[config.mk]
export PLATFORM = sky130hd
export DESIGN_NAME = wb_chunk_pipe
export DESIGN_NICKNAME = d
export VERILOG_FILES = /design/src/rtl/wb_chunk_pipe.sv
export SDC_FILE = /design/constraint.sdc
export NUM_CORES = 1
export LEC_CHECK = 0
export CAP_MARGIN = 40
export CORE_MARGIN = 2
export CORE_UTILIZATION = 59
export CTS_BUF_LIST = sky130_fd_sc_hd__clkbuf_8
export DETAILED_ROUTE_END_ITERATION = 10
export PLACE_DENSITY = 0.85
export SYNTH_ARGS = -nofsm -noshare
export SYNTH_HDL_FRONTEND = slang
export SYNTH_SLANG_ARGS = --single-unit
[constraint.sdc]
create_clock -name clk_i -period 3.8 [get_ports clk_i]
set_input_delay 0.57 -clock clk_i [delete_from_list [all_inputs] [get_ports clk_i]]
set_output_delay 0.57 -clock clk_i [all_outputs]
set_load 0.02 [all_outputs]
[src/rtl/wb_chunk_pipe.sv]
`default_nettype none
// +--------------------------------------------------------------------------+
// | wb_chunk_pipe: double-buffered word-to-chunk reader, Wishbone B4 pipelined |
// | Rev 1.0 - initial release                                                  |
// +--------------------------------------------------------------------------+
module wb_chunk_pipe #(
    parameter int WIDTH     = 48,
    parameter int CHUNK     = 8,
    parameter int NCHUNK    = (WIDTH + CHUNK - 1) / CHUNK,
    parameter int CBITS     = 3,
    parameter int MSB_FIRST = 0,
    parameter int PREFETCH  = 1,
    parameter int DELAY     = 3
) (
    input  logic             clk_i,
    input  logic             rst_ni,
    input  logic             cyc_i,
    input  logic             stb_i,
    input  logic             we_i,
    output logic             stall_o,
    output logic             ack_o,
    input  logic [CHUNK-1:0] dat_i,
    output logic [CHUNK-1:0] dat_o,
    output logic             last_o,
    output logic             fetch_o,
    input  logic             ready_i,
    input  logic [WIDTH-1:0] value_i,
    output logic [1:0]       level_o
);

    localparam int              PADW     = NCHUNK * CHUNK;
    localparam logic [CBITS-1:0] LAST_IDX = CBITS'(NCHUNK - 1);

    if ((2 ** CBITS) < NCHUNK) begin : g_cbits_check
        $error("wb_chunk_pipe: CBITS too small for NCHUNK");
    end
    // DELAY only shapes simulation timing elsewhere; it has no effect on this logic.
    if (DELAY < 0) begin : g_delay_check
        $error("wb_chunk_pipe: DELAY must be non-negative");
    end

    logic [WIDTH-1:0] active_q, active_d;
    logic [WIDTH-1:0] spare_q, spare_d;
    logic             active_valid_q, active_valid_d;
    logic             spare_valid_q, spare_valid_d;
    logic [CBITS-1:0] count_q, count_d;
    logic             ack_q, ack_d;
    logic             last_q, last_d;
    logic [CHUNK-1:0] dat_q, dat_d;
    logic             fetch_q, fetch_d;

    logic             w_accept;
    logic             w_final;
    logic             w_handshake;
    logic             w_slot_free;
    logic [CBITS-1:0] w_sel;
    logic [PADW-1:0]  w_padded;
    logic [CHUNK-1:0] w_chunk;
    logic             w_unused_inputs;

    assign w_unused_inputs = ^{we_i, dat_i};

    assign w_accept    = cyc_i & stb_i & active_valid_q;
    assign w_final     = (count_q == LAST_IDX);
    assign w_handshake = fetch_q & ready_i;
    assign w_slot_free = !active_valid_q || ((PREFETCH != 0) && !spare_valid_q);
    assign w_sel       = (MSB_FIRST != 0) ? (LAST_IDX - count_q) : count_q;

    always_comb begin
        w_padded             = '0;
        w_padded[WIDTH-1:0]  = active_q;
    end

    assign w_chunk = w_padded[int'(w_sel) * CHUNK +: CHUNK];

    always_comb begin
        active_d       = active_q;
        spare_d        = spare_q;
        active_valid_d = active_valid_q;
        spare_valid_d  = spare_valid_q;
        count_d        = count_q;
        ack_d          = 1'b0;
        last_d         = 1'b0;
        dat_d          = dat_q;
        fetch_d        = fetch_q;

        if (w_accept) begin
            ack_d  = 1'b1;
            last_d = w_final;
            dat_d  = w_chunk;
            if (w_final) begin
                count_d = '0;
                // Promote the prefetched word on the same edge so reads never bubble.
                if (spare_valid_q) begin
                    active_d      = spare_q;
                    spare_valid_d = 1'b0;
                end else begin
                    active_valid_d = 1'b0;
                end
            end else begin
                count_d = count_q + 1'b1;
            end
        end

        // Capture decision looks at the slot state after this edge's read effects.
        if (w_handshake) begin
            fetch_d = 1'b0;
            if (!active_valid_d) begin
                active_d       = value_i;
                active_valid_d = 1'b1;
                count_d        = '0;
            end else if (PREFETCH != 0) begin
                spare_d       = value_i;
                spare_valid_d = 1'b1;
            end
        end else if (!fetch_q && cyc_i && w_slot_free) begin
            fetch_d = 1'b1;
        end
    end

    always_ff @(posedge clk_i or negedge rst_ni) begin
        if (!rst_ni) begin
            active_q       <= '0;
            spare_q        <= '0;
            active_valid_q <= 1'b0;
            spare_valid_q  <= 1'b0;
            count_q        <= '0;
            ack_q          <= 1'b0;
            last_q         <= 1'b0;
            dat_q          <= '0;
            fetch_q        <= 1'b0;
        end else begin
            active_q       <= active_d;
            spare_q        <= spare_d;
            active_valid_q <= active_valid_d;
            spare_valid_q  <= spare_valid_d;
            count_q        <= count_d;
            ack_q          <= ack_d;
            last_q         <= last_d;
            dat_q          <= dat_d;
            fetch_q        <= fetch_d;
        end
    end

    assign stall_o = !active_valid_q;
    assign ack_o   = ack_q;
    assign last_o  = last_q;
    assign dat_o   = dat_q;
    assign fetch_o = fetch_q;
    assign level_o = {1'b0, active_valid_q} + {1'b0, spare_valid_q};

endmodule
`default_nettype wire

Word-level counts from Yosys, hierarchy flattened
Index checks and enable logic that the tools add are counted.
- bits in registers: 112
- output and inout bits: 14
- word-level logic and storage cells: 45
- $add $sub $neg: 2
- equality and inequality tests: 1
- shift-type cells: 1
- multiplexer cells: 21
- bitwise operators: 3
- reduce and logical (&&, ||, !) cells: 8
- operators by type and width (operator ; count):
    two-way mux 48 bit ; 5
    indexed part select 48 x 7 -> 8 bit ; 1
    two-way mux 1 bit ; 12
    two-way mux 3 bit ; 4
    adder 3 x 1 -> 3 bit, second input constant ; 1
    AND 1 bit ; 3
    equality test 3 bit, second input constant ; 1
    logical NOT 1 bit ; 3
    adder 1 x 1 -> 2 bit ; 1
    logical AND 1 bit ; 2
    AND reduction 2 bit ; 1
    nonzero test 2 bit ; 1
    logical OR 1 bit ; 1

Depth between registers and ports, before layout
Gate-level depths: netlist of the first run.
- depth after elaboration: 5
- gate-level depth with buffers: 7
- depth with buffers taken out: 5

Worst setup path after synthesis of the first run
OpenSTA, ideal clock, no wires.
- kind: register to register
- start point: reg active_valid_q
- end point: reg active_q[39]
- arrival: 1.679 ns
- required time: 3.717 ns
- setup slack: 2.039 ns
- cell stages (with the launch flop): 8
- buffers on the path: 2
- path through: dfrtp_1 -> ha_1 -> nand3b_1 -> o32ai_2 -> buf_2 -> buf_4 -> nand2_1 -> o21ai_0
- cells in the longest elaborated chain, start to end: 5
- elaborated cells on any way between the ends: 7
- RTL lines (element ; line ; RTL):
    start, declared ; 44 ; logic active_valid_q, active_valid_d;
    start signal, assigned ; 135 ; active_valid_q <= active_valid_d;
    two-way mux 1 bit ; 94 ; if (spare_valid_q) begin
    two-way mux 1 bit ; 91 ; if (w_final) begin
    two-way mux 1 bit ; 87 ; if (w_accept) begin
    two-way mux 48 bit ; 108 ; if (!active_valid_d) begin
    two-way mux 48 bit * ; 106 ; if (w_handshake) begin
    net active_d[39] ; 42 ; logic [WIDTH-1:0] active_q, active_d;
    end signal, assigned ; 133 ; active_q <= active_d;
    end, declared ; 42 ;
The timed path passes the listed nets; every way through them passes the cells marked *.
A chain may end at the register's enable or synchronous reset.

Final worst setup path of the first run
- start point: reg count_q[1]
- end point: reg spare_q[5]
- cells in the longest elaborated chain, start to end: 4
- RTL lines (element ; line ; RTL):
    start, declared ; 46 ; logic [CBITS-1:0] count_q, count_d;
    start signal, assigned ; 137 ; count_q <= count_d;
    equality test 3 bit ; 64 ; assign w_final = (count_q == LAST_IDX);
    two-way mux 1 bit ; 91 ;
    two-way mux 1 bit ; 87 ;
    AND reduction 2 bit (no line) ; n/a ;
    end signal, assigned ; 134 ; spare_q <= spare_d;
    end, declared ; 43 ; logic [WIDTH-1:0] spare_q, spare_d;
No other way between the ends.

==> results of run 1 <==
[final cells by class]
| cell class | count | area [um^2] | area share [%] |
|---|---|---|---|
| clock buffers | 10 | 138 | 2.32 |
| clock inverters | 6 | 61.3 | 1.03 |
| inverters | 5 | 18.8 | 0.316 |
| multi-input cells | 259 | 2060 | 34.6 |
| flip-flops and latches | 112 | 2800 | 47.2 |
| well taps | 105 | 131 | 2.21 |
| repair buffers | 73 | 736 | 12.4 |
[path summary, 6_finish.rpt]
check	startpoint	end	slack [ns]
setup reg to reg	count_q[1]$_DFF_PN0_	spare_q[5]$_DFFE_PN0P_	1.36
setup / recovery	count_q[1]$_DFF_PN0_	spare_q[5]$_DFFE_PN0P_	1.36
min in group clk_i	spare_q[28]$_DFFE_PN0P_	spare_q[28]$_DFFE_PN0P_	0.50
hold reg to reg	spare_q[28]$_DFFE_PN0P_	spare_q[28]$_DFFE_PN0P_	0.50
max in group asynchronous	rst_ni	dat_o[7]$_DFFE_PN0N_	2.75
hold / removal	rst_ni	spare_q[26]$_DFFE_PN0P_	0.18
[worst max-delay path, stage by stage, from the launching register on]
cell,delay [ns]
dfrtp_1,0.58
nor2b_1,0.63
nand3_2,0.23
o21ai_4,0.19
buf_12,0.27
mux2_2,0.38
[kinds of logic (layout without fill, tap and decap cells)]
family | count (synthesis) | in the layout
muxes | 113 | 113
DFF | 112 | 112
adders and majority gates | 2 | 2
buffers and inverters | 31 | 94
AOI/OAI and AO/OA | 70 | 70
and+or+nand+nor | 73 | 73
xor gates and xnor gates | 1 | 1
[state kept, by name, summed over array words and instances, names as in the netlist]
name	count
ack_o	1
active_q	48
active_valid_q	1
count_q	3
dat_o	8
fetch_o	1
last_o	1
spare_q	48
spare_valid_q	1
[power breakdown]
part	leakage, nW	internal (mW)	total [mW]	switching [mW]
clock	0.101	0.320	0.702	0.382
sequential	1.39	1.75	2.10	0.355
combinational	0.899	0.784	1.42	0.631
total	2.39	2.85	4.22	1.37
[cell usage after synthesis, types with 2 or more instances]
| library cell | instances |
|---|---|
| mux2_2 | 36 |
| mux2_1 | 20 |
| ha_1 | 2 |
| mux4_2 | 8 |
| a21oi_1 | 11 |
| buf_2 | 12 |
| nand3b_1 | 2 |
| buf_4 | 6 |
| clkbuf_1 | 6 |
| a22oi_1 | 8 |
| mux2i_1 | 49 |
| nor2_1 | 12 |
| o21ai_1 | 20 |
| inv_1 | 3 |
| buf_6 | 2 |
| nand3_2 | 2 |
| nand2_1 | 52 |
| o21ai_0 | 29 |
| dfrtp_1 | 112 |
[routing by layer]
metal	vias to the layer above	global-route usage (%)	share of wire [%]
met1	1652	31.6	43
met3	15	3.29	3.0
met4	0	7.38	1.6
li1	1533	-	-
met5	-	0	0
met2	74	40.0	52
[cells in the final DEF, fill, tap and decap left out]
cell and instances:
a21oi_1 11, a22oi_1 8, buf_12 2, buf_4 6, bufinv_16 1, clkbuf_8 10
clkdlybuf4s50_1 65, clkinv_1 1, clkinv_4 1, clkinvlp_4 2, dfrtp_1 112, ha_1 2
inv_1 5, inv_2 1, mux2_1 20, mux2_2 36, mux2i_1 49, mux4_2 8
nand2_1 52, nand2b_1 1, nand3_2 2, nand3b_1 2, nand4_1 1, nor2_1 12
nor2b_1 1, nor3_4 1, o21ai_0 29, o21ai_1 20, o21ai_4 1, o32ai_4 1
or3_1 1, xnor2_1 1
[stage by stage]
stage / instances / utilization, % / worst slack [ns] / power [mW]
finish: 570 / 72.3 / 1.36 / 4.22
CTS: 570 / 72.3 / 1.36 / 4.24
global route: 570 / 72.3 / 1.20 / 4.48
detailed placement: 554 / 69.9 / 1.05 / 3.55
floorplan: 402 / - / 2.04 / 3.02
global placement: 554 / 69.9 / 1.08 / 3.44
==> flow_summary.json, run 1 <==
{
  "synth_compound_area_share_pct": 7.70,
  "max_freq_mhz": 410,
  "clkTransAtPathRegs_ns": 0.10,
  "cts_sinks": 112,
  "post_cts.repair.setup_buffers": 0,
  "grt_pass1_vias": 3317,
  "viasPerCell": 5.74,
  "synth_edf_count": 0,
  "grt_pass1_wl_um": 16400,
  "vias": 3274,
  "cts_tree": "built",
  "yosysUniqueCellTypes": 29,
  "synthArstFlopShare_pct": 100,
  "synthCells": 402,
  "die_x_um": 96.1,
  "grt_overflow": 0,
  "worst_slew_pin_slew_ns": 0.684,
  "synth-main-ff-cell": "dfrtp_1",
  "rsz0062_at_grt": "false",
  "synth_top_family_by_area": "multiplexers",
  "postCtsResizedCells": 0,
  "relSlewSlack_pct": 54.3,
  "crit_type": "flop to flop",
  "grt.total_usage_pct": 23.6,
  "ys_seq_elements": 112,
  "crit_required_ns": 4.05,
  "cp-start-kind": "flop",
  "ant_nets": 0,
  "io_buffer_count": 66,
  "setup_viol": 0,
  "placed_cell_area_um2": 5740,
  "finalCritPeriodShare_pct": 64.2,
  "drt_first_iter_violations": 177,
  "grt_max_degree": 100,
  "cts-root-buf": "clkbuf_8",
  "antenna_found_initial": 0,
  "yosysTopAreaCell": "dfrtp_1",
  "cellLeakagePower_nw": 2.39,
  "cts_hold_buf": 0,
  "htreeDepth": 3,
  "period_needed_ns": 2.44,
  "hpwl_um": 6730,
  "diodes": 0,
  "synthAdderAreaFrac_pct": 0.500,
  "ff2ff_path_depth": 5,
  "die_height_um": 96.1,
  "synth_simple_gate_area_share_pct": 6.20,
  "drt_pass1_iterations": 4,
  "fin_worst_skew_ns": 0.0117,
  "fillCellCount": 555,
  "drv_slew": 0,
  "detail_route.wl_per_cell_um": 17.4,
  "final_nets": 524,
  "status": "completed",
  "synth-xor-area-share_pct": 0.175,
  "ir_drop_mv": 0.382,
  "syn_to_final_growth_pct": 18.8,
  "min-delay-path-class": "input port to asynchronous set/reset pin",
  "synth_mux_area_share_pct": 26.0,
  "synth.area.top_cells": "dfrtp_1 56%, mux2i_1 9.8%, mux2_2 8.1%",
  "setup-tns-final_ns": 0,
  "worst_skew_pair.late_latency_ns": 0.37,
  "hold_violations": 0,
  "cp.arrival_ns": 2.69,
  "synth.avg_cell_area_um2": 12.4,
  "rows": 33,
  "worst_hold_slack_ns": 0.178,
  "yosysSeqAreaShare_pct": 56.0,
  "drive_gt1_share_pct": 15.5,
  "start_util_pct": 60.9,
  "fin_area_um2": 5940,
  "core_um2": 8220,
  "synth_nets": 466,
  "maxCapViolations": 0,
  "synth_area_um2": 5000,
  "cp_max_fo": 48,
  "routed_wl_um": 9900,
  "numCtsBuffers": 9,
  "cp-end-kind": "flop",
  "power.density_nw_per_um2": 710,
  "clock_path_buffers": 2,
  "place.gp.congestion": 0.769,
  "synth_top_area_share_pct": 56.0,
  "ios": 76,
  "dieArea_um2": 9230,
  "drc": 0,
  "yosysWarnings": 0
}
(Power assumes the default switching activity.)
==> inputs of run 2 (changes only) <==
Settings changed: CORE_UTILIZATION 59 to 50, PLACE_DENSITY 0.85 to 0.77.
Clock period 3.8 ns to 2.1 ns, I/O delays scaled along.
==> run 2 against run 1 <==
Clock power is 67% higher. Total power rose by 80%. Non-clock buffer count is 11 higher. First-iteration DRC count decreased by 5.6%. Wire length rose by 2.0%. Combinational power grew 89%. Clock skew is 0.0012 ns higher. Critical endpoint is now level_o[1].
==> flow_summary.json, run 2 (same netlist as run 1, synthesis figures left out) <==
{
  "r2r_setup_slack_ns": 0.15,
  "die_x_um": 104,
  "cp-end-kind": "output pin",
  "grt.total_usage_pct": 19.9,
  "detail_route.wl_per_cell_um": 16.6,
  "clock_path_buffers": 2,
  "drv_slew": 0,
  "cts-root-buf": "clkbuf_8",
  "crit_type": "flop to output pin",
  "cellLeakagePower_nw": 2.46,
  "htreeDepth": 3,
  "ios": 76,
  "maxCapViolations": 0,
  "place.gp.congestion": 0.738,
  "place_ws_ns": -0.0346,
  "start_util_pct": 51.4,
  "power_mw": 7.58,
  "period_needed_ns": 2.00,
  "r2r_end": "active_q[13]$_DFF_PN0_",
  "hpwl_um": 7040,
  "core_um2": 9730,
  "crit_required_ns": 1.78,
  "antenna_found_initial": 0,
  "setup_viol": 0,
  "drt_pass1_iterations": 4,
  "rows": 36,
  "max_freq_mhz": 501,
  "worst_slew_pin_slew_ns": 0.353,
  "fin_worst_skew_ns": 0.0129,
  "die_height_um": 104,
  "grt_pass1_wl_um": 17100,
  "power.density_nw_per_um2": 1240,
  "endpoint": "level_o[1]",
  "drive_gt1_share_pct": 17.6,
  "io_buffer_count": 66,
  "final_nets": 535,
  "grt_overflow": 0,
  "setup_ws_ns": 0.104,
  "rsz0062_at_grt": "false",
  "ff2ff_path_depth": 6,
  "routed_wl_um": 10100,
  "ant_nets": 0,
  "relSlewSlack_pct": 76.4,
  "grt_max_degree": 69,
  "min-delay-path-class": "input port to asynchronous set/reset pin",
  "finalCritPeriodShare_pct": 95.1,
  "grt_pass1_vias": 3404,
  "final_cell_mix": "112 x dfrtp_1, 64 x clkdlybuf4s50_1, 52 x nand2_1, 49 x mux2i_1, 36 x mux2_2",
  "fillCellCount": 790,
  "hold_violations": 0,
  "r2r-start": "active_valid_q$_DFF_PN0_",
  "viasPerCell": 5.40,
  "final_common_cell": "dfrtp_1",
  "numCtsBuffers": 9,
  "status": "completed",
  "ir_drop_mv": 0.631,
  "cp_max_fo": 5,
  "cts_sinks": 112,
  "syn_to_final_growth_pct": 22.1,
  "final_core_util_pct": 62.8,
  "diodes": 0,
  "drc": 0,
  "dieArea_um2": 10800,
  "clkTransAtPathRegs_ns": 0.11,
  "cp-startpoint": "active_valid_q$_DFF_PN0_",
  "cts_tree": "built",
  "vias": 3291,
  "worst_skew_pair.late_latency_ns": 0.36,
  "cp-start-kind": "flop",
  "cp.arrival_ns": 1.68,
  "drt_first_iter_violations": 167
}
[run 2: changes by cell type in the layout (fill, tap and decap cells not counted)]
cell and delta:
buf_4 +5, bufinv_16 -1, buf_12 +5, inv_1 -2, inv_8 +1, clkbuf_8 -1
clkinv_4 +1, inv_6 +1, clkdlybuf4s50_1 -1, clkinvlp_4 -1, dlymetal6s2s_1 +1, clkinv_2 +2
dlygate4sd3_1 +1
[run 2: area by class of cell]
| cell class | count | area, um^2 | share of cell area, % |
|---|---|---|---|
| clock inverter | 7 | 55.1 | 0.901 |
| tap | 133 | 166 | 2.72 |
| timing repair buffer | 84 | 886 | 14.5 |
| multi-input combinational | 259 | 2060 | 33.7 |
| sequential | 112 | 2800 | 45.9 |
| clock buffer | 9 | 124 | 2.03 |
| inverter | 5 | 18.8 | 0.307 |
[run 2: how the worst min path moves through the flow]
stage / depth (start not counted) / endpoint / startpoint / slack (ns)
2_1_floorplan: 0 / ack_o$_DFF_PN0_ / rst_ni / 0.02
3_3_place_gp: 1 / spare_q[10]$_DFFE_PN0P_ / rst_ni / 0.24
3_5_place_dp: 1 / spare_q[10]$_DFFE_PN0P_ / rst_ni / 0.24
4_1_cts: 2 / spare_q[10]$_DFFE_PN0P_ / rst_ni / 0.37
5_1_grt: 2 / spare_q[10]$_DFFE_PN0P_ / rst_ni / 0.38
6_report: 2 / spare_q[10]$_DFFE_PN0P_ / rst_ni / 0.38
[run 2: worst max-delay path, cell delays in order (launching register included)]
cell	delay, ns
dfrtp_1	0.49
ha_1	0.22
clkdlybuf4s50_1	0.61
[run 2: routing by layer]
metal	global-route usage, %	routed length [um]
met5	0	0
met4	5.31	158
met1	25.9	4350
met3	4.14	354
met2	34.0	5230
[run 2: timing repair]
| item | in CTS | in global routing |
|---|---|---|
| endpoints found under the hold margin | 23 | 0 |
| endpoints found under the setup margin | 0 | 4 |
| hold buffers | 1 | 0 |
| buffers inserted | 0 | 1 |
| resized for setup | 0 | 1 |
[run 2: where the power goes]
group	leakage [nW]	switching [mW]	internal [mW]
Clock	0.0915	0.728	0.445
Sequential	1.39	0.564	3.16
Combinational	0.983	1.21	1.47
Total	2.46	2.50	5.08
[run 2: metrics by stage]
step	instances	hold WS, ns	setup TNS (ns)	cell area [um^2]
2_1_floorplan	402	0.0194	0	5000
3_3_place_gp	591	0.235	-0.00595	5900
3_5_place_dp	591	0.236	-0.832	5900
4_1_cts	608	0.372	0	6090
5_1_grt	609	0.383	0	6110
6_report	609	0.375	0	6110
